**src/rtl/python_sync_pkg.sv**
```systemverilog
// Python sync decoder shared definitions.
// Sync codes, code-type indices and FSM state encoding.
package python_sync_pkg;

  localparam logic [9:0] SYNC_FS  = 10'h2AA;
  localparam logic [9:0] SYNC_FE  = 10'h32A;
  localparam logic [9:0] SYNC_LS  = 10'h0AA;
  localparam logic [9:0] SYNC_LE  = 10'h12A;
  localparam logic [9:0] SYNC_BL  = 10'h015;
  localparam logic [9:0] SYNC_IMG = 10'h035;
  localparam logic [9:0] SYNC_CRC = 10'h059;
  localparam logic [9:0] SYNC_TR  = 10'h3A6;

  typedef enum logic [3:0] {
    CT_FS,
    CT_FE,
    CT_LS,
    CT_LE,
    CT_BL,
    CT_IMG,
    CT_CRC,
    CT_TR,
    CT_UNK
  } code_e;

  localparam int CT_NUM = 9;

  localparam logic [1:0] S_IDLE  = 2'd0;
  localparam logic [1:0] S_FRAME = 2'd1;
  localparam logic [1:0] S_LINE  = 2'd2;

  // 8-bit links carry the upper 8 bits of the 10-bit code
  function automatic logic [9:0] sync_code(
    input logic [9:0] c10,
    input int         dw
  );
    return (dw == 8) ? (c10 >> 2) : c10;
  endfunction

endpackage

```
**src/rtl/python_sync_if.sv**
```systemverilog
// Kernel stream into, and decoded stream out of, the sync decoder.
// Master drives the kernel, slave is the decoder.
interface python_sync_if #(
  parameter int DATA_WIDTH  = 8,
  parameter int CHANNEL_NUM = 4,
  parameter int CNT_WIDTH   = 16
);

  logic [DATA_WIDTH-1:0]             iv_sync;
  logic [DATA_WIDTH*CHANNEL_NUM-1:0] iv_pix_data;
  logic                              o_fval;
  logic                              o_lval;
  logic [DATA_WIDTH*CHANNEL_NUM-1:0] ov_pix_data;
  logic                              o_sync_err;
  logic                              o_width_err;
  logic [CNT_WIDTH-1:0]              ov_line_words;

  modport master (
    output iv_sync,
    output iv_pix_data,
    input  o_fval,
    input  o_lval,
    input  ov_pix_data,
    input  o_sync_err,
    input  o_width_err,
    input  ov_line_words
  );

  modport slave (
    input  iv_sync,
    input  iv_pix_data,
    output o_fval,
    output o_lval,
    output ov_pix_data,
    output o_sync_err,
    output o_width_err,
    output ov_line_words
  );

endinterface

```
**src/rtl/python_sync_classify.sv**
```systemverilog
// Maps a sync channel word to a one-hot code type.
// Unrecognised words land on CT_UNK.
import python_sync_pkg::*;

module python_sync_classify #(
  parameter int DATA_WIDTH = 8
) (
  input  logic [DATA_WIDTH-1:0] iv_sync,
  output logic [CT_NUM-1:0]     ov_code
);

  localparam logic [DATA_WIDTH-1:0] K_FS =
    DATA_WIDTH'(sync_code(SYNC_FS, DATA_WIDTH));
  localparam logic [DATA_WIDTH-1:0] K_FE =
    DATA_WIDTH'(sync_code(SYNC_FE, DATA_WIDTH));
  localparam logic [DATA_WIDTH-1:0] K_LS =
    DATA_WIDTH'(sync_code(SYNC_LS, DATA_WIDTH));
  localparam logic [DATA_WIDTH-1:0] K_LE =
    DATA_WIDTH'(sync_code(SYNC_LE, DATA_WIDTH));
  localparam logic [DATA_WIDTH-1:0] K_BL =
    DATA_WIDTH'(sync_code(SYNC_BL, DATA_WIDTH));
  localparam logic [DATA_WIDTH-1:0] K_IMG =
    DATA_WIDTH'(sync_code(SYNC_IMG, DATA_WIDTH));
  localparam logic [DATA_WIDTH-1:0] K_CRC =
    DATA_WIDTH'(sync_code(SYNC_CRC, DATA_WIDTH));
  localparam logic [DATA_WIDTH-1:0] K_TR =
    DATA_WIDTH'(sync_code(SYNC_TR, DATA_WIDTH));

  always_comb begin
    ov_code = '0;
    unique case (iv_sync)
      K_FS:    ov_code[CT_FS]  = 1'b1;
      K_FE:    ov_code[CT_FE]  = 1'b1;
      K_LS:    ov_code[CT_LS]  = 1'b1;
      K_LE:    ov_code[CT_LE]  = 1'b1;
      K_BL:    ov_code[CT_BL]  = 1'b1;
      K_IMG:   ov_code[CT_IMG] = 1'b1;
      K_CRC:   ov_code[CT_CRC] = 1'b1;
      K_TR:    ov_code[CT_TR]  = 1'b1;
      default: ov_code[CT_UNK] = 1'b1;
    endcase
  end

endmodule

```
**src/rtl/python_sync_decoder.sv**
```systemverilog
// Python receive-side sync decoder: regenerates fval/lval,
// blanks non-image kernels and flags sync/width errors.
import python_sync_pkg::*;

module python_sync_decoder #(
  parameter int DATA_WIDTH  = 8,
  parameter int CHANNEL_NUM = 4,
  parameter int CNT_WIDTH   = 16
) (
  input  logic          clk,
  input  logic          reset,
  python_sync_if.slave  bus
);

  localparam int PW = DATA_WIDTH * CHANNEL_NUM;

  localparam logic [DATA_WIDTH-1:0] K_TR =
    DATA_WIDTH'(sync_code(SYNC_TR, DATA_WIDTH));
  localparam logic [PW-1:0] TR_PAT = {CHANNEL_NUM{K_TR}};
  localparam logic [CNT_WIDTH-1:0] CNT_ONE =
    {{(CNT_WIDTH-1){1'b0}}, 1'b1};

  logic [DATA_WIDTH-1:0] sync_d, sync_q;
  logic [PW-1:0]         pix_d, pix_q;

  logic [1:0]            state_d, state_q;
  logic [CNT_WIDTH-1:0]  cnt_d, cnt_q;
  logic [CNT_WIDTH-1:0]  ref_d, ref_q;
  logic                  first_d, first_q;
  logic                  fval_d, fval_q;
  logic                  lval_d, lval_q;
  logic [PW-1:0]         pout_d, pout_q;
  logic                  serr_d, serr_q;
  logic                  werr_d, werr_q;
  logic [CNT_WIDTH-1:0]  words_d, words_q;

  logic [CT_NUM-1:0]     code;
  logic                  emit;
  logic                  start;
  logic                  close;

  python_sync_classify #(
    .DATA_WIDTH (DATA_WIDTH)
  ) u_classify (
    .iv_sync (sync_q),
    .ov_code (code)
  );

  always_comb begin
    sync_d = bus.iv_sync;
    pix_d  = bus.iv_pix_data;
  end

  always_comb begin
    state_d = state_q;
    first_d = first_q;
    emit    = 1'b0;
    start   = 1'b0;
    close   = 1'b0;
    serr_d  = 1'b0;
    unique case (state_q)
      S_IDLE: begin
        unique case (1'b1)
          code[CT_FS]: begin
            emit    = 1'b1;
            start   = 1'b1;
            first_d = 1'b1;
            state_d = S_LINE;
          end
          code[CT_LS], code[CT_IMG],
          code[CT_LE], code[CT_FE]:
            serr_d = 1'b1;
          code[CT_TR], code[CT_CRC],
          code[CT_BL], code[CT_UNK]: ;
          default: ;
        endcase
      end
      S_FRAME: begin
        unique case (1'b1)
          code[CT_LS]: begin
            emit    = 1'b1;
            start   = 1'b1;
            state_d = S_LINE;
          end
          // unexpected FS restarts the frame
          code[CT_FS]: begin
            serr_d  = 1'b1;
            emit    = 1'b1;
            start   = 1'b1;
            first_d = 1'b1;
            state_d = S_LINE;
          end
          code[CT_IMG], code[CT_LE],
          code[CT_FE], code[CT_UNK]:
            serr_d = 1'b1;
          code[CT_TR], code[CT_CRC],
          code[CT_BL]: ;
          default: ;
        endcase
      end
      S_LINE: begin
        unique case (1'b1)
          code[CT_IMG]: emit = 1'b1;
          code[CT_LE]: begin
            emit    = 1'b1;
            close   = 1'b1;
            state_d = S_FRAME;
          end
          code[CT_FE]: begin
            emit    = 1'b1;
            close   = 1'b1;
            state_d = S_IDLE;
          end
          default: begin
            serr_d  = 1'b1;
            state_d = S_FRAME;
          end
        endcase
      end
      default: state_d = S_IDLE;
    endcase
  end

  always_comb begin
    cnt_d   = cnt_q;
    ref_d   = ref_q;
    words_d = words_q;
    werr_d  = 1'b0;
    if (start) begin
      cnt_d = CNT_ONE;
    end else if (emit && (cnt_q != '1)) begin
      cnt_d = cnt_q + CNT_ONE;
    end
    if (close) begin
      words_d = cnt_d;
      if (first_q) begin
        ref_d = cnt_d;
      end else begin
        werr_d = (cnt_d != ref_q);
      end
    end
  end

  // first_q clears once the reference width is taken
  logic first_nx;
  always_comb begin
    first_nx = first_d;
    if (close && first_q) begin
      first_nx = 1'b0;
    end
  end

  always_comb begin
    fval_d = emit || (state_d != S_IDLE);
    lval_d = emit;
    pout_d = emit ? pix_q : TR_PAT;
  end

  always_ff @(posedge clk) begin
    if (reset) begin
      sync_q  <= K_TR;
      pix_q   <= '0;
      state_q <= S_IDLE;
      cnt_q   <= '0;
      ref_q   <= '0;
      first_q <= 1'b0;
      fval_q  <= 1'b0;
      lval_q  <= 1'b0;
      pout_q  <= TR_PAT;
      serr_q  <= 1'b0;
      werr_q  <= 1'b0;
      words_q <= '0;
    end else begin
      sync_q  <= sync_d;
      pix_q   <= pix_d;
      state_q <= state_d;
      cnt_q   <= cnt_d;
      ref_q   <= ref_d;
      first_q <= first_nx;
      fval_q  <= fval_d;
      lval_q  <= lval_d;
      pout_q  <= pout_d;
      serr_q  <= serr_d;
      werr_q  <= werr_d;
      words_q <= words_d;
    end
  end

  assign bus.o_fval        = fval_q;
  assign bus.o_lval        = lval_q;
  assign bus.ov_pix_data   = pout_q;
  assign bus.o_sync_err    = serr_q;
  assign bus.o_width_err   = werr_q;
  assign bus.ov_line_words = words_q;

endmodule

```
**src/flat_wrapper.sv**
```systemverilog
// flat-port wrapper written by rule: the top's interface ports become plain ports
module python_sync_decoder_flat 
#(
  parameter int DATA_WIDTH  = 8,
  parameter int CHANNEL_NUM = 4,
  parameter int CNT_WIDTH   = 16
)
  (clk, reset, bus_iv_sync, bus_iv_pix_data, bus_o_fval, bus_o_lval, bus_ov_pix_data, bus_o_sync_err, bus_o_width_err, bus_ov_line_words);
  python_sync_if #(.DATA_WIDTH(DATA_WIDTH), .CHANNEL_NUM(CHANNEL_NUM), .CNT_WIDTH(CNT_WIDTH)) bus_i ();
  input  logic clk;
  input  logic reset;
  input wire logic [$bits(bus_i.iv_sync)-1:0] bus_iv_sync;
  input wire logic [$bits(bus_i.iv_pix_data)-1:0] bus_iv_pix_data;
  output wire logic [$bits(bus_i.o_fval)-1:0] bus_o_fval;
  output wire logic [$bits(bus_i.o_lval)-1:0] bus_o_lval;
  output wire logic [$bits(bus_i.ov_pix_data)-1:0] bus_ov_pix_data;
  output wire logic [$bits(bus_i.o_sync_err)-1:0] bus_o_sync_err;
  output wire logic [$bits(bus_i.o_width_err)-1:0] bus_o_width_err;
  output wire logic [$bits(bus_i.ov_line_words)-1:0] bus_ov_line_words;
  assign bus_i.iv_sync = bus_iv_sync;
  assign bus_i.iv_pix_data = bus_iv_pix_data;
  assign bus_o_fval = bus_i.o_fval;
  assign bus_o_lval = bus_i.o_lval;
  assign bus_ov_pix_data = bus_i.ov_pix_data;
  assign bus_o_sync_err = bus_i.o_sync_err;
  assign bus_o_width_err = bus_i.o_width_err;
  assign bus_ov_line_words = bus_i.ov_line_words;
  python_sync_decoder #(.DATA_WIDTH(DATA_WIDTH), .CHANNEL_NUM(CHANNEL_NUM), .CNT_WIDTH(CNT_WIDTH)) u_core (.clk(clk), .reset(reset), .bus(bus_i));
endmodule
```
**config.mk**
```make
export PLATFORM = sky130hd
export DESIGN_NAME = python_sync_decoder_flat
export DESIGN_NICKNAME = d
export VERILOG_FILES = /design/src/rtl/python_sync_pkg.sv /design/src/rtl/python_sync_if.sv /design/src/rtl/python_sync_classify.sv /design/src/rtl/python_sync_decoder.sv /design/src/flat_wrapper.sv
export SDC_FILE = /design/constraint.sdc
export NUM_CORES = 1
export LEC_CHECK = 0
export CAP_MARGIN = 20
export CORE_MARGIN = 5
export CORE_UTILIZATION = 45
export CTS_BUF_LIST = sky130_fd_sc_hd__clkbuf_2
export DETAILED_ROUTE_END_ITERATION = 12
export PLACE_DENSITY = 0.71
export SKIP_LAST_GASP = 1
export SLEW_MARGIN = 10
export SYNTH_ARGS = -nofsm -noshare
export SYNTH_HDL_FRONTEND = slang
export SYNTH_HIERARCHICAL = 1
export SYNTH_SLANG_ARGS = --single-unit
```
**constraint.sdc**
```tcl
create_clock -name clk -period 4 [get_ports clk]
set_clock_uncertainty 0.05 [all_clocks]
set_input_delay 0.4 -clock clk [delete_from_list [all_inputs] [get_ports clk]]
set_output_delay 0.4 -clock clk [all_outputs]
set_load 0.03 [all_outputs]
```
; Word level (Yosys, flattened, before mapping)
; Cells that the tools add are included.
[totals]
regBits = 127
elab_cells = 67
in_bits = 42
[classes]
n_mux = 23
n_eq_ne = 12
reduce_logical = 17
n_addsub = 1
bitwise = 2
[op_table]
columns = operator, count
row1 = $mux W16, 2
row2 = $eq A8 B8 Y1 const B, 3
row3 = $add A16 B1 Y16 const B, 1
row4 = $ne A16 B16 Y1, 1
row5 = $ne A16 B16 Y1 const B, 1
row6 = $mux W1, 14
row7 = $reduce_or A2 Y1, 5
row8 = $eq A8 B3 Y1 const B, 1
row9 = $eq A8 B4 Y1 const B, 1
row10 = $eq A8 B5 Y1 const B, 1
row11 = $eq A8 B6 Y1 const B, 1
row12 = $eq A8 B7 Y1 const B, 1
row13 = $reduce_or A8 Y1, 1
row14 = $pmux W1 S3, 2
row15 = $pmux W2 S3, 1
row16 = $reduce_or A3 Y1, 2
row17 = $reduce_or A5 Y1, 1
row18 = $mux W2, 2
row19 = $pmux W2 S2, 1
row20 = $reduce_and A2 Y1, 2
row21 = $reduce_or A4 Y1, 1
row22 = $eq A2 B1 Y1 const B, 1
row23 = $eq A2 B2 Y1 const B, 1
row24 = $logic_and A1 B1 Y1, 2
row25 = other kinds (5), 6

; Longest topological paths before layout
[logic_depth]
ltp_word = 9
ltp_mapped = 12
depth_no_buf = 11

; Hierarchy
; The synthesis kept the hierarchy.
[by_module_without_submodules]
columns = mod, area_each_um2, n_inst, cells_per_inst
row1 = python_sync_decoder, 4672.0, 1, 506
row2 = python_sync_classify, 166.4, 1, 22

; Least setup slack after synthesis
; Ideal clock, no wire load.
[synth_timing]
path_type = flip-flop to flip-flop
from = reg u_core.sync_q[5]
to = reg u_core.werr_q (netlist: u_core/bus.o_width_err)
setup_slack_ns = 0.920
t_required_ns = 3.830
t_arrival_ns = 2.910
n_path_buf = 1
stages_incl_launch_ff = 12
path_cell_list = dfxtp_1 or4b_4 nor4_4 or3_1 buf_2 nand2_4 nor3_1 mux2_2 xnor2_1 a2111oi_2 nand4_1 o31a_1
[synth_via]
elab_chain_cells = 9
word_cells_on_any_way = 26
classes_between = 6 x eq/ne / 14 x mux / 1 x bitwise / 5 x reduce/logical
[synth_lines]
columns = element, line
row1 = "start, declared", python_sync_decoder.sv:23  ; logic [DATA_WIDTH-1:0] sync_d, sync_q;
row2 = "start signal, assigned", python_sync_decoder.sv:174  ; sync_q <= sync_d;
row3 = $eq A8 B4 Y1, python_sync_classify.sv:31  ; unique case (iv_sync)
row4 = $mux W1, python_sync_classify.sv:31
row5 = named net u_core.code[5], python_sync_decoder.sv:37  ; logic [CT_NUM-1:0] code;
row6 = $reduce_or A3 Y1 (no source line), --
row7 = $mux W1, python_sync_decoder.sv:102  ; unique case (1'b1)
row8 = $pmux W1 S3, python_sync_decoder.sv:61  ; unique case (state_q)
row9 = $logic_and A1 B1 Y1, python_sync_decoder.sv:131  ; end else if (emit && (cnt_q != '1)) begin
row10 = $mux W16, python_sync_decoder.sv:131
row11 = $mux W16, python_sync_decoder.sv:129  ; if (start) begin
row12 = $ne A16 B16 Y1, python_sync_decoder.sv:139  ; werr_d = (cnt_d != ref_q);
row13 = "end signal, assigned", python_sync_decoder.sv:184  ; werr_q <= werr_d;
row14 = "end, declared", python_sync_decoder.sv:34  ; logic werr_d, werr_q;
; The timed path passes the listed nets, and every way through them passes these cells.
; A chain may end at the register's enable or synchronous reset.

; Worst setup path after layout
[layout_timing]
from = reg u_core.sync_q[1]
to = reg u_core.werr_q (netlist: u_core/bus.o_width_err)
[layout_via]
elab_chain_cells = 9
word_cells_on_any_way = 26
classes_between = 6 x eq/ne / 14 x mux / 1 x bitwise / 5 x reduce/logical
[layout_lines]
columns = element, line
row1 = $eq A8 B8 Y1 *, python_sync_classify.sv:31
row2 = $mux W1 *, python_sync_classify.sv:31
row3 = named net u_core.code[0], python_sync_decoder.sv:37
row4 = $reduce_or A2 Y1 (no source line), --
row5 = $mux W1, python_sync_decoder.sv:79  ; unique case (1'b1)
row6 = $pmux W1 S3, python_sync_decoder.sv:61
row7 = $logic_and A1 B1 Y1, python_sync_decoder.sv:131
row8 = $mux W16, python_sync_decoder.sv:131
row9 = $mux W16 *, python_sync_decoder.sv:129
row10 = $ne A16 B16 Y1 *, python_sync_decoder.sv:139
; Mark *: on every way through the listed nets, which the timed path passes. The rest lies on a longest branch.

==> reports/results.ini <==
[outcome]
status = finished, final reports clean

[final_layout]
n_antenna_cell = 0
stdcell_area_um2 = 6100
num-nets-final = 655
fill_cells = 947
drive_gt1_share_pct = 8.17
area_growth_pct = 26.5
fin_util_pct = 58.8

[global_routing]
antenna_found_initial = 0
grt_pass1_vias = 3788
grt_pass1_wl_um = 18200
gr-total-overflow = 0
grt_max_degree = 95
grtUsageTotal_pct = 17.9

[timing]
maxSlewViolCount = 0
post-route-min-period_ns = 3.42
setup_violations = 0
tightest_slew_ns = 0.873
fin_crit_sh_pct = 85.5
slew_headroom_pct = 41.8
rsz0062_at_grt = no
finalSetupTns_ns = 0
layout_setup_ws_ns = 0.580
maxClockFrequency_mhz = 292
timing_hold_violations_final = 0

[placed_design]
gp_congestion = 0.894
place_area_um2 = 5840
io_buffers = 93
place_ws_ns = 0.675
dpl.hpwl_um = 7820

[floorplan]
placementRows = 37
start_util_pct = 46.5
die_x_um = 114
coreArea_um2 = 10400
die_y_um = 114
design.die.area_um2 = 12900
ios = 94

[cts]
cts_tree = yes
hold_buffers = 0
cts.sinks = 127
clk_pin_slew_worst_paths_ns = 0.18
clk_path_buf_depth = 2
clockRootBuffer = clkbuf_2
cts_buffers = 17
insertion_delay_ns = 0.69
post-cts-setup-buffers = 0
htree_num_levels = 4
ctsResizeCount = 0

[pwr]
seqPwrFrac_pct = 58.3
p_int_mw = 1.74
p_leak_nw = 2.18
switching_power_mw = 0.489
power_frac_comb_pct = 3.7
vdd_drop_max_mv = 0.351
p_total_mw = 2.22
clockPowerShare_pct = 38.1
switching_share_pct = 22.0
p_per_area_nw_per_um2 = 365

[setup_path]
required_ns = 4.54
cp-end-kind = flip-flop
path_class = flip-flop to flip-flop
crit_top_cell = nand4_1
cpPeakStageDelay_ns = 0.51
startpoint_type = flip-flop
r2r_start = u_core/sync_q[1]
cpLargestDelayFamily = compound AO/OA/AOI/OAI gates
crit_chain = or3b_2 -> nor3_1 -> a21oi_1 -> o21ai_0 -> o2111ai_1 -> a221oi_1 -> nand4_1 -> a2111oi_2 -> nand4_1 -> o31a_1
cp.arrival_ns = 3.96
critPathMaxFanout = 6
critPathBufInv = 0
worst_path_max_delay_cell = or3b_2
cp-startpoint = u_core/sync_q[1]

[yosys]
synthCells = 525
postSynthAreaPerCell_um2 = 9.19
netlist_area_um2 = 4820
syn_nets = 568
yosysWarningCount = 6

[drt]
initialDrtViolationCount = 232
post_drt_wl_per_cell_um = 14.4
drcViolationCount = 0
vias = 3907
ant_nets = 0
routed_wl_um = 10900
firstDrtPassIters = 4
vias_per_cell = 5.14

[min_path]
worstHoldPathType = primary input to flip-flop
min_from = bus_iv_pix_data[14]

[job]
drv_cap = 0

sequential cells by signal (all words and copies together), names as in the netlist:
| name | count |
|---|---|
| u_core/sync_q | 8 |
| u_core/bus.o_lval | 1 |
| u_core/bus.o_sync_err | 1 |
| u_core/ref_q | 16 |
| u_core/bus.o_fval | 1 |
| u_core/bus.o_width_err | 1 |
| u_core/pix_q | 32 |
| u_core/state_q | 2 |
| u_core/bus.ov_pix_data | 32 |
| u_core/first_q | 1 |
| u_core/cnt_q | 16 |
| u_core/bus.ov_line_words | 16 |
final timing paths:
kind | endpoint | slack (ns) | cells after the start
min reg2reg | u_core/bus.ov_pix_data[5] | 0.37 | 1
max | u_core/bus.o_width_err | 0.58 | 10
min | u_core/pix_q[14] | 0.19 | 2
max reg2reg | u_core/bus.o_width_err | 0.58 | 10
power by group through the flow:
stage / Clock (mW) / Combinational (mW) / Sequential (mW)
CTS: 0.881 / 0.0831 / 1.30
finish: 0.846 / 0.0814 / 1.30
floorplan: 0 / 0.0361 / 1.32
global placement: 0 / 0.0815 / 1.32
global route: 0.940 / 0.0897 / 1.30
detailed placement: 0 / 0.0828 / 1.32
metal layers:
metal | wire, µm | share of wire (%) | vias up | GRT usage, %
met5 | 0 | 0 | - | 0
met4 | 168 | 1.5 | 0 | 6.89
met3 | 526 | 4.8 | 13 | 5.89
met2 | 5580 | 51 | 81 | 29.7
met1 | 4640 | 43 | 1851 | 21.4
li1 | - | - | 1962 | -
worst reg2reg max path, cell delays in order (launching register included):
cell and delay [ns]:
dfxtp_1 0.42, or3b_2 0.51, nor3_1 0.49, a21oi_1 0.19, o21ai_0 0.29, o2111ai_1 0.16, a221oi_1 0.26, nand4_1 0.19
a2111oi_2 0.36, nand4_1 0.13, o31a_1 0.30
placed cells by master, fill, tap and decap left out, types with 3 or more instances in the layout:
cell,instances
xnor2_1,22
nor4_1,11
clkbuf_2,17
inv_1,7
dfxtp_1,127
a211oi_1,4
buf_4,6
a21oi_1,38
nand2_1,69
nand3_1,6
or3_1,21
nand2b_1,7
nor2_1,35
bufinv_16,4
clkinv_1,4
nor2b_1,40
and2_1,16
o21ai_0,5
clkinv_2,3
nand4_1,6
clkdlybuf4s50_1,92
or2_2,5
nor3_1,25
stage by stage:
step                std cells  hold WS [ns]
floorplan                 525         0.340
global placement          729         0.344
detailed placement        729         0.347
CTS                       760        0.0926
global route              760        0.0716
finish                    760         0.188
layout make-up:
| class | instances | area, µm² | area share (%) |
|---|---|---|---|
| tap | 136 | 170 | 2.79 |
| timing repair buffer | 98 | 966 | 15.8 |
| sequential | 127 | 2540 | 41.7 |
| clock inverter | 14 | 174 | 2.85 |
| multi-input combinational | 361 | 2140 | 35.0 |
| clock buffer | 17 | 85.1 | 1.39 |
| inverter | 7 | 26.3 | 0.431 |
(Power assumes the default switching activity.)
